## src/rtl/if_id_register.sv

```systemverilog
// if_id_register: IF/ID pipeline boundary for a core with a synchronous
// instruction ROM. Because the ROM word arrives one advancing edge after its
// address, the PC+1 value is delayed through an alignment stage (pc_pipe) so
// that it meets its instruction in the output stage.
//
// Ports
//   clk             rising-edge clock
//   rst_n           asynchronous active-low reset
//   PC_sumado_in    PC+1 of the address currently on the ROM
//   Instruction_in  ROM output (mem[PC] latched at the last advancing edge)
//   ifid_write      advance enable (shared with PC_write / ROM enable)
//   flush           taken branch/jump, kills wrong-path instructions
//   PC_sumado_out   PC+1 of the instruction presented to ID
//   Instruction_out instruction presented to ID (NOP on bubbles)
//   valid_out       Instruction_out is a real instruction
//   stall_count     saturating count of stall edges
//   bubble_count    saturating count of edges loading a bubble
//
// State  | meaning
// EMPTY  | nothing in flight, output holds a bubble
// PRIMED | ROM word in flight, output still holds a bubble
// RUN    | output holds a valid instruction
// A stall simply freezes whichever state is current.
module if_id_register #(
  parameter int          WIDTH = 32,
  parameter logic [31:0] NOP   = 32'h0000_0000,
  parameter int          CNT_W = 16
) (
  input  logic             clk,
  input  logic             rst_n,
  input  logic [WIDTH-1:0] PC_sumado_in,
  input  logic [WIDTH-1:0] Instruction_in,
  input  logic             ifid_write,
  input  logic             flush,
  output logic [WIDTH-1:0] PC_sumado_out,
  output logic [WIDTH-1:0] Instruction_out,
  output logic             valid_out,
  output logic [CNT_W-1:0] stall_count,
  output logic [CNT_W-1:0] bubble_count
);

  typedef enum logic [1:0] {
    EMPTY  = 2'd0,
    PRIMED = 2'd1,
    RUN    = 2'd2
  } state_t;

  localparam logic [WIDTH-1:0] NOP_W = NOP[WIDTH-1:0];

  state_t           state, state_next;
  logic [WIDTH-1:0] pc_pipe;
  logic             inflight_valid;
  logic             advance;
  logic             stall;
  logic             bubble_inc;

  // Flush dominates ifid_write.
  assign advance = ifid_write & ~flush;
  assign stall   = ~ifid_write & ~flush;

  // A ROM word is in flight in every state except EMPTY.
  assign inflight_valid = (state != EMPTY);

  // Bubble loaded: every flush, or an advance with nothing in flight.
  assign bubble_inc = flush | (advance & ~inflight_valid);

  always_comb begin
    state_next = state;
    if (flush) begin
      state_next = EMPTY;
    end else if (advance) begin
      case (state)
        EMPTY:   state_next = PRIMED;
        PRIMED:  state_next = RUN;
        RUN:     state_next = RUN;
        default: state_next = EMPTY;
      endcase
    end
  end

  always_ff @(posedge clk or negedge rst_n) begin
    if (!rst_n) begin
      state           <= EMPTY;
      pc_pipe         <= '0;
      PC_sumado_out   <= '0;
      Instruction_out <= NOP_W;
      valid_out       <= 1'b0;
    end else begin
      state <= state_next;
      if (flush) begin
        // PC_sumado_out and pc_pipe keep their values; the next advance
        // overwrites pc_pipe with the branch target's PC+1.
        Instruction_out <= NOP_W;
        valid_out       <= 1'b0;
      end else if (advance) begin
        pc_pipe         <= PC_sumado_in;
        PC_sumado_out   <= pc_pipe;
        Instruction_out <= inflight_valid ? Instruction_in : NOP_W;
        valid_out       <= inflight_valid;
      end
    end
  end

  always_ff @(posedge clk or negedge rst_n) begin
    if (!rst_n) begin
      stall_count  <= '0;
      bubble_count <= '0;
    end else begin
      if (stall && (stall_count != {CNT_W{1'b1}}))
        stall_count <= stall_count + CNT_W'(1);
      if (bubble_inc && (bubble_count != {CNT_W{1'b1}}))
        bubble_count <= bubble_count + CNT_W'(1);
    end
  end

endmodule
```

## config.mk

```make
export PLATFORM = sky130hd
export DESIGN_NAME = if_id_register
export DESIGN_NICKNAME = d
export VERILOG_FILES = /design/src/rtl/if_id_register.sv
export SDC_FILE = /design/constraint.sdc
export NUM_CORES = 1
export LEC_CHECK = 0
export CAP_MARGIN = 20
export CORE_MARGIN = 1
export CORE_UTILIZATION = 47
export CTS_BUF_LIST = sky130_fd_sc_hd__clkbuf_16
export DETAILED_ROUTE_END_ITERATION = 16
export PLACE_DENSITY_LB_ADDON = 0.15
export SLEW_MARGIN = 20
export SYNTH_ARGS = -nofsm -noshare
export SYNTH_HDL_FRONTEND = slang
export SYNTH_SLANG_ARGS = --single-unit
```

## constraint.sdc

```tcl
create_clock -name clk -period 2 [get_ports clk]
set_input_delay 0.6 -clock clk [delete_from_list [all_inputs] [get_ports clk]]
set_output_delay 0.6 -clock clk [all_outputs]
set_load 0.03 [all_outputs]
```

# Word-level counts from Yosys, hierarchy flattened
# Cells that the tools add are included.
# classes
n_addsub	2
mul	0
div	0
order_cmp	0
n_eq_ne	4
n_shift	0
mux	8
n_bitwise	7
reduce_logical	7
# ops
cell	count
$mux W32	3
$add A16 B1 Y16 const B	2
$ne A16 B16 Y1 const B	2
$mux W2	2
$pmux W2 S2	1
$reduce_bool A2 Y1	2
$and A1 B1 Y1	3
$not A1 Y1	3
$eq A2 B1 Y1 const B	1
$eq A2 B2 Y1 const B	1
$logic_and A1 B1 Y1	2
$logic_not A2 Y1	1
$mux W1	2
$reduce_and A2 Y1	1
$reduce_or A2 Y1	1
$or A1 B1 Y1	1
# word_totals
register_bits	131
latch_bits	0
mem_bits_rw	0
romBits	0
input_bits	68
n_memories	0

# Depth between registers and ports, before layout
# Gate-level depths: netlist of run 1.
# depth
depth_word	5
depth_mapped	6

# Worst setup path after synthesis of run 1
# Ideal clock, no wire load.
# synth_timing
path_type	register to register
from	register bubble_count[0]
to	register bubble_count[14]
setup_ns	0.125
arrival_time_ns	1.690
required_ns	1.875
setup_slack_ns	0.186
stages_incl_launch_ff	6
path_buffers	0
period_less_slack_ns	1.814
cell_sequence	dfrtp_1 -> ha_1 -> nand3_1 -> nand2b_2 -> nor3_1 -> mux2_2
# synth_between
elab_chain_cells	2
word_cells_on_any_way	3
# synth_lines
element	line	source
start: declaration	39	output logic [CNT_W-1:0] bubble_count
start signal: assignment	112	bubble_count <= bubble_count + CNT_W'(1);
parallel branches: the longest is 2 deep, another holds $add A16 B1 Y16	n/a	
# Parallel ways; which one is timed is not known.
# A chain may end at the register's enable or synchronous reset.

# Worst setup path in the final report of run 1
# layout_timing
from	register stall_count[9]
to	output port stall_count[9]
# layout_rtl
element	line	source
start: declaration	38	output logic [CNT_W-1:0] stall_count,
start signal: assignment	110	stall_count <= stall_count + CNT_W'(1);
# No word-level cell between the ends.

==> flow_summary.toml, run 1 <==
[timing]
hold_ws_ns = 0.1900
fin_crit_sh_pct = 94.78
post-route-min-period_ns = 1.896
finClkSkew_ns = 0.01216
fin_ws_ns = 0.1044
hold_viol = 0
worst_slew_pin_slew_ns = 0.4088
setup_tns_ns = 0
setup_viol = 0
fmax_mhz = 527.5
rsz0062_at_grt = "no"
finalMaxSlewViolations = 0
maxSlewHeadroom_pct = 72.49

[critical_path]
critPathSlowestCell = "dfrtp_1"
crit_type = "reg -> out"
r2r-start = "state[0]"
path_cells = "dlygate4sd2_1"
crit_buf_inv = 1
required_ns = 1.40
arrival_ns = 1.30
critical-path-top-delay-family = "flip-flops"
end_kind = "output pin"
start_kind = "flip-flop"
cp_max_fo = 5
crit_start = "stall_count[9]"
max_stage_delay_ns = 0.45

[global_routing]
grt_max_degree = 79
grt-ovfl-total = 0
grt_pass1_wl_um = 18780
grt_pass1_vias = 3860
globalRouteTotalUtil_pct = 20.97
antenna_found_initial = 0

[clocking]
cts_buffers = 17
htreeDepth = 4
cts_tree = "built"
cts_sinks = 131
clock_path_buffers = 2
clk_latency_ns = 0.41
path_clk_slew_ns = 0.05
clock-root-buffer = "clkbuf_16"

[floorplanning]
start_util_pct = 48.54
io_pins = 165
core_mm2 = 0.01089
fp.dieH_um = 108.0
rows = 38
die_w_um = 108.0
die_area_mm2 = 0.01167

[finish]
seqCellArea_mm2 = 0.003278
multi_input_area_mm2 = 0.001916
fin_util_pct = 70.86
fillers = 798
nets = 627
insertedDiodeCount = 0
drive_gt1_share_pct = 22.89
synthToLayoutAreaGrowth_pct = 45.98

[routing]
wl_per_cell_um = 16.29
antenna_left = 0
vias_per_cell = 5.189
post-route-drc-count = 0
drt-initial-drc-count = 141
detail_route.first_pass.iterations = 6
wl_um = 11530
vias = 3674

[synth]
ys_ff_latch = 131
avgSynthCellArea_um2 = 14.25
synth_area_leaders = "dfrtp_1 (62%), mux2_2 (14%), a22o_1 (5.3%), xor2_1 (2.7%), xnor2_1 (0.99%)"
synth_cell_types = 43
syn-num-nets = 443
ys_seq_area_share_pct = 62.03
synthCells = 371
ys_warn_count = 0
synth.top_cell.area_share_pct = 62.03
synth_top_area_cell = "dfrtp_1"
syn_area_mm2 = 0.005285

[placed_design]
gp_congestion = 0.8337
dp_hpwl_um = 8090
port_buffers = 164
dpl_worst_slack_ns = -0.2706

[power]
peakVddDrop_mv = 0.6516
leakagePower_uw = 0.003709
power.density_mw_per_mm2 = 1128
finalPower_uw = 8699

[hold_path]
min_path_type = "in -> async"

[run_status]
outcome = "completed"

[run]
max-cap-violations = 0
power by group:
group / internal [uW] / leakage, uW / switching (uW)
sequential: 3090 / 0.00162 / 329
combinational: 871 / 0.00179 / 1220
clock: 2070 / 0.000296 / 1120
total: 6040 / 0.00371 / 2660
cell families (layout without fill, tap and decap cells):
kind of cell,Yosys count,in the layout,synth area share (%)
simple gates,67,67,8.026
buf+inv,23,220,2.036
fa+ha+maj,4,4,0.9470
compound gates,52,52,7.978
mux,72,72,15.34
xor+xnor,22,22,3.646
flops,131,131,62.03
Yosys cell counts, drive strengths merged:
cell,n
a2111oi,1
a211oi,3
a21boi,1
a21o,2
a21oi,10
a22o,32
and2,1
and3,4
and4,1
and4bb,1
buf,11
clkbuf,4
dfrtp,131
ha,4
inv,8
mux2,69
mux2i,3
nand2,13
nand2b,2
nand3,8
nand4,6
nor2,8
nor2b,2
nor3,10
nor3b,1
nor4,6
nor4b,2
o311ai,1
o32a,1
o41ai,1
or2,2
xnor2,6
xor2,16
cell type report:
type | instances | share of cell area [%]
Multi-Input combinational cell | 217 | 24.83
Timing Repair Buffer | 180 | 22.04
Clock buffer | 17 | 5.514
Clock inverter | 15 | 2.465
Sequential cell | 131 | 42.49
Tap cell | 140 | 2.271
Inverter | 8 | 0.3892
what timing repair did:
action,CTS,global route
hold buffers,0,0
setup endpoints to repair,97,1
buffers inserted,0,0
hold endpoints to repair,0,0
resized for setup,97,1
routing by layer:
layer / global-route usage, % / wire (um)
met2: 34.26 / 5777
met3: 5.365 / 629
met4: 7.926 / 155
met5: 0 / 0
met1: 26.88 / 4970
final timing paths:
| kind | to | slack (ns) | depth (start not counted) |
|---|---|---|---|
| worst max-delay path | stall_count[9] | 0.10 | 1 |
| worst min-delay path | PC_sumado_out[28] | 0.19 | 2 |
| worst max register to register | bubble_count[12] | 0.29 | 6 |
| worst min register to register | valid_out | 0.48 | 1 |
| max in group asynchronous | stall_count[10] | 1.43 | 2 |
| min in group clk | valid_out | 0.48 | 1 |
layout by cell type (no fill, tap or decap), types with 9 or more instances in the layout:
master             n
a21oi_1            9
buf_4             12
a22o_1            32
clkdlybuf4s50_1   66
nand2_1           13
clkbuf_16         17
mux2_2            68
inv_1              9
xor2_1            16
dlygate4sd2_1     97
dfrtp_1          131
registers in the layout (all words and copies together), names as in the netlist:
signal / flops
Instruction_out: 32
state: 2
bubble_count: 16
valid_out: 1
PC_sumado_out: 32
pc_pipe: 32
stall_count: 16
metrics by stage:
| step | cell area [um2] | cells |
|---|---|---|
| 6_report | 7715 | 708 |
| 5_1_grt | 7715 | 708 |
| 4_1_cts | 7709 | 708 |
| 3_5_place_dp | 7214 | 676 |
| 3_3_place_gp | 7214 | 676 |
| 2_1_floorplan | 5285 | 371 |
(Power assumes the default switching activity.)
==> run 2, diff against run 1 <==
--- a/config.mk
+++ b/config.mk
@@ -6,10 +6,13 @@
 export NUM_CORES = 1
 export LEC_CHECK = 0
 export CAP_MARGIN = 20
+export CELL_PAD_IN_SITES_DETAIL_PLACEMENT = 0
+export CELL_PAD_IN_SITES_GLOBAL_PLACEMENT = 1
 export CORE_MARGIN = 1
-export CORE_UTILIZATION = 47
+export CORE_UTILIZATION = 37
 export CTS_BUF_LIST = sky130_fd_sc_hd__clkbuf_16
 export DETAILED_ROUTE_END_ITERATION = 16
+export MAX_ROUTING_LAYER = met4
 export PLACE_DENSITY_LB_ADDON = 0.15
 export SLEW_MARGIN = 20
 export SYNTH_ARGS = -nofsm -noshare
==> run 2 against run 1 <==
Net effect:
- clock power decreased by 5%
- register-to-register slack got worse by 0.02 ns
- non-clock buffer count increased by 1
- combinational power about the same
- clock-buffer cell count unchanged
- total power decreased by 1.8%
- die area increased by 27%
- critical path type unchanged
- global-route usage decreased by 3.4 points
==> flow_summary.toml, run 2 (synthesis gave the netlist of run 1 again) <==
[run_status]
outcome = "completed"

[floorplanning]
fp.dieH_um = 121.5
die_w_um = 121.5
rows = 43
core_mm2 = 0.01388
die_area_mm2 = 0.01477
start_util_pct = 38.07
io_pins = 165

[power]
p_sw_share_pct = 31.05
combPwrFrac_pct = 24.8
power.density_mw_per_mm2 = 1108
leakagePower_uw = 0.003711
seq_power_share_pct = 39.9
netSwitchingPower_uw = 2653
clockPowerShare_pct = 35.4
p_int_uw = 5892
peakVddDrop_mv = 0.7436

[finish]
most-common-layout-cells = "dfrtp_1 (131), dlygate4sd2_1 (97), mux2_2 (68)"
insertedDiodeCount = 0
nets = 628
synthToLayoutAreaGrowth_pct = 45.95
top_regs = "Instruction_out x32, PC_sumado_out x32, pc_pipe x32"
mostFrequentLayoutCell = "dfrtp_1"
fin_util_pct = 55.57
drive_gt1_share_pct = 22.50

[clocking]
clk_latency_ns = 0.41
path_clk_slew_ns = 0.06
cts_tree = "built"
clock-root-buffer = "clkbuf_16"
htreeDepth = 4
clock_path_buffers = 2
cts_sinks = 131
cts_buffers = 17

[global_routing]
grt_pass1_wl_um = 19080
grt_pass1_vias = 3747
globalRouteTotalUtil_pct = 17.58
antenna_found_initial = 0
grt_max_degree = 47
grt-ovfl-total = 0

[timing]
setup_tns_ns = 0
setup_viol = 0
fin_crit_sh_pct = 95.76
hold_viol = 0
finalMaxSlewViolations = 0
rsz0062_at_grt = "no"
fin_ws_ns = 0.08480
worst_slew_pin_slew_ns = 0.4228
finClkSkew_ns = 0.003460
fmax_mhz = 522.1
post-route-min-period_ns = 1.915
maxSlewHeadroom_pct = 71.81

[routing]
detail_route.first_pass.iterations = 4
wl_per_cell_um = 15.74
drt-initial-drc-count = 144
post-route-drc-count = 0
antenna_left = 0
vias_per_cell = 4.887
vias = 3660
wl_um = 11790

[critical_path]
max_stage_delay_ns = 0.46
required_ns = 1.40
rr_worst_depth = 5
cp_max_fo = 5
critPathSlowestCell = "dfrtp_1"
crit_buf_inv = 1
start_kind = "flip-flop"
critical-path-top-delay-family = "flip-flops"
cp_num_cells = 1
arrival_ns = 1.32
path_cells = "dlygate4sd2_1"
crit_type = "reg -> out"
end_kind = "output pin"

[placed_design]
dpl_worst_slack_ns = -0.2742
dp_hpwl_um = 8180
gp_congestion = 0.7657
port_buffers = 164

[run]
max-cap-violations = 0

[hold_path]
min_path_type = "in -> async"
[run 2: cell count changes in the layout (fill, tap and decap cells not counted), moves of 2 or more]
cell	delta
buf_4	+2
inv_1	+2
clkinvlp_4	-2
clkinv_2	+3
[run 2: path summary, 6_finish.rpt]
kind	from	endpoint	slack [ns]
worst max register to register	bubble_count[0]	bubble_count[14]	0.27
max in group asynchronous	rst_n	Instruction_out[2]	1.28
worst max-delay path	stall_count[8]	stall_count[8]	0.08
worst min register to register	valid_out	valid_out	0.47
min in group clk	valid_out	valid_out	0.47
worst min-delay path	rst_n	PC_sumado_out[28]	0.12
[run 2: repair_timing]
action	4_1_cts	5_1_grt
hold buffers	0	0
endpoints found under the setup margin	97	0
endpoints found under the hold margin	0	0
setup buffers	0	0
resized for setup	97	0
[run 2: cell type report]
class	count	area, um2
fillers	1182	6167
repair buffers	181	1695
clock buffers	17	425.4
multi-input cells	217	1909
inverters	8	30.03
well taps	180	225.2
clock inverters	15	150.1
flip-flops and latches	131	3278
[run 2: per-layer routing]
metal	vias to the layer above	wire length (um)	GRT usage (%)
met5	-	0	-
met4	0	179	6.481
met3	13	574	5.921
met2	103	5766	26.70
met1	1824	5268	21.72
li1	1720	-	-
[run 2: stage by stage]
step	total power (uW)	cells	cell area, um2	hold slack, ns
2_1_floorplan	4704	371	5285	0.3044
3_3_place_gp	5783	717	7259	0.4597
3_5_place_dp	5832	717	7259	0.4691
4_1_cts	8652	749	7714	0.1205
5_1_grt	8962	749	7714	0.1334
6_report	8545	749	7714	0.1195
[run 2: worst register-to-register path, cell delays in order (launching register included)]
cell	delay, ns
dfrtp_1	0.40
ha_1	0.20
nand3_1	0.16
nand2b_2	0.28
nor3_1	0.23
mux2_2	0.35
[run 2: power by group through the flow]
stage	Clock [uW]	Sequential [uW]	Combinational [uW]
CTS	3100	3410	2140
floorplan	0	4090	616
global route	3240	3470	2250
finish	3020	3410	2120
global placement	0	3450	2340
detailed placement	0	3460	2370
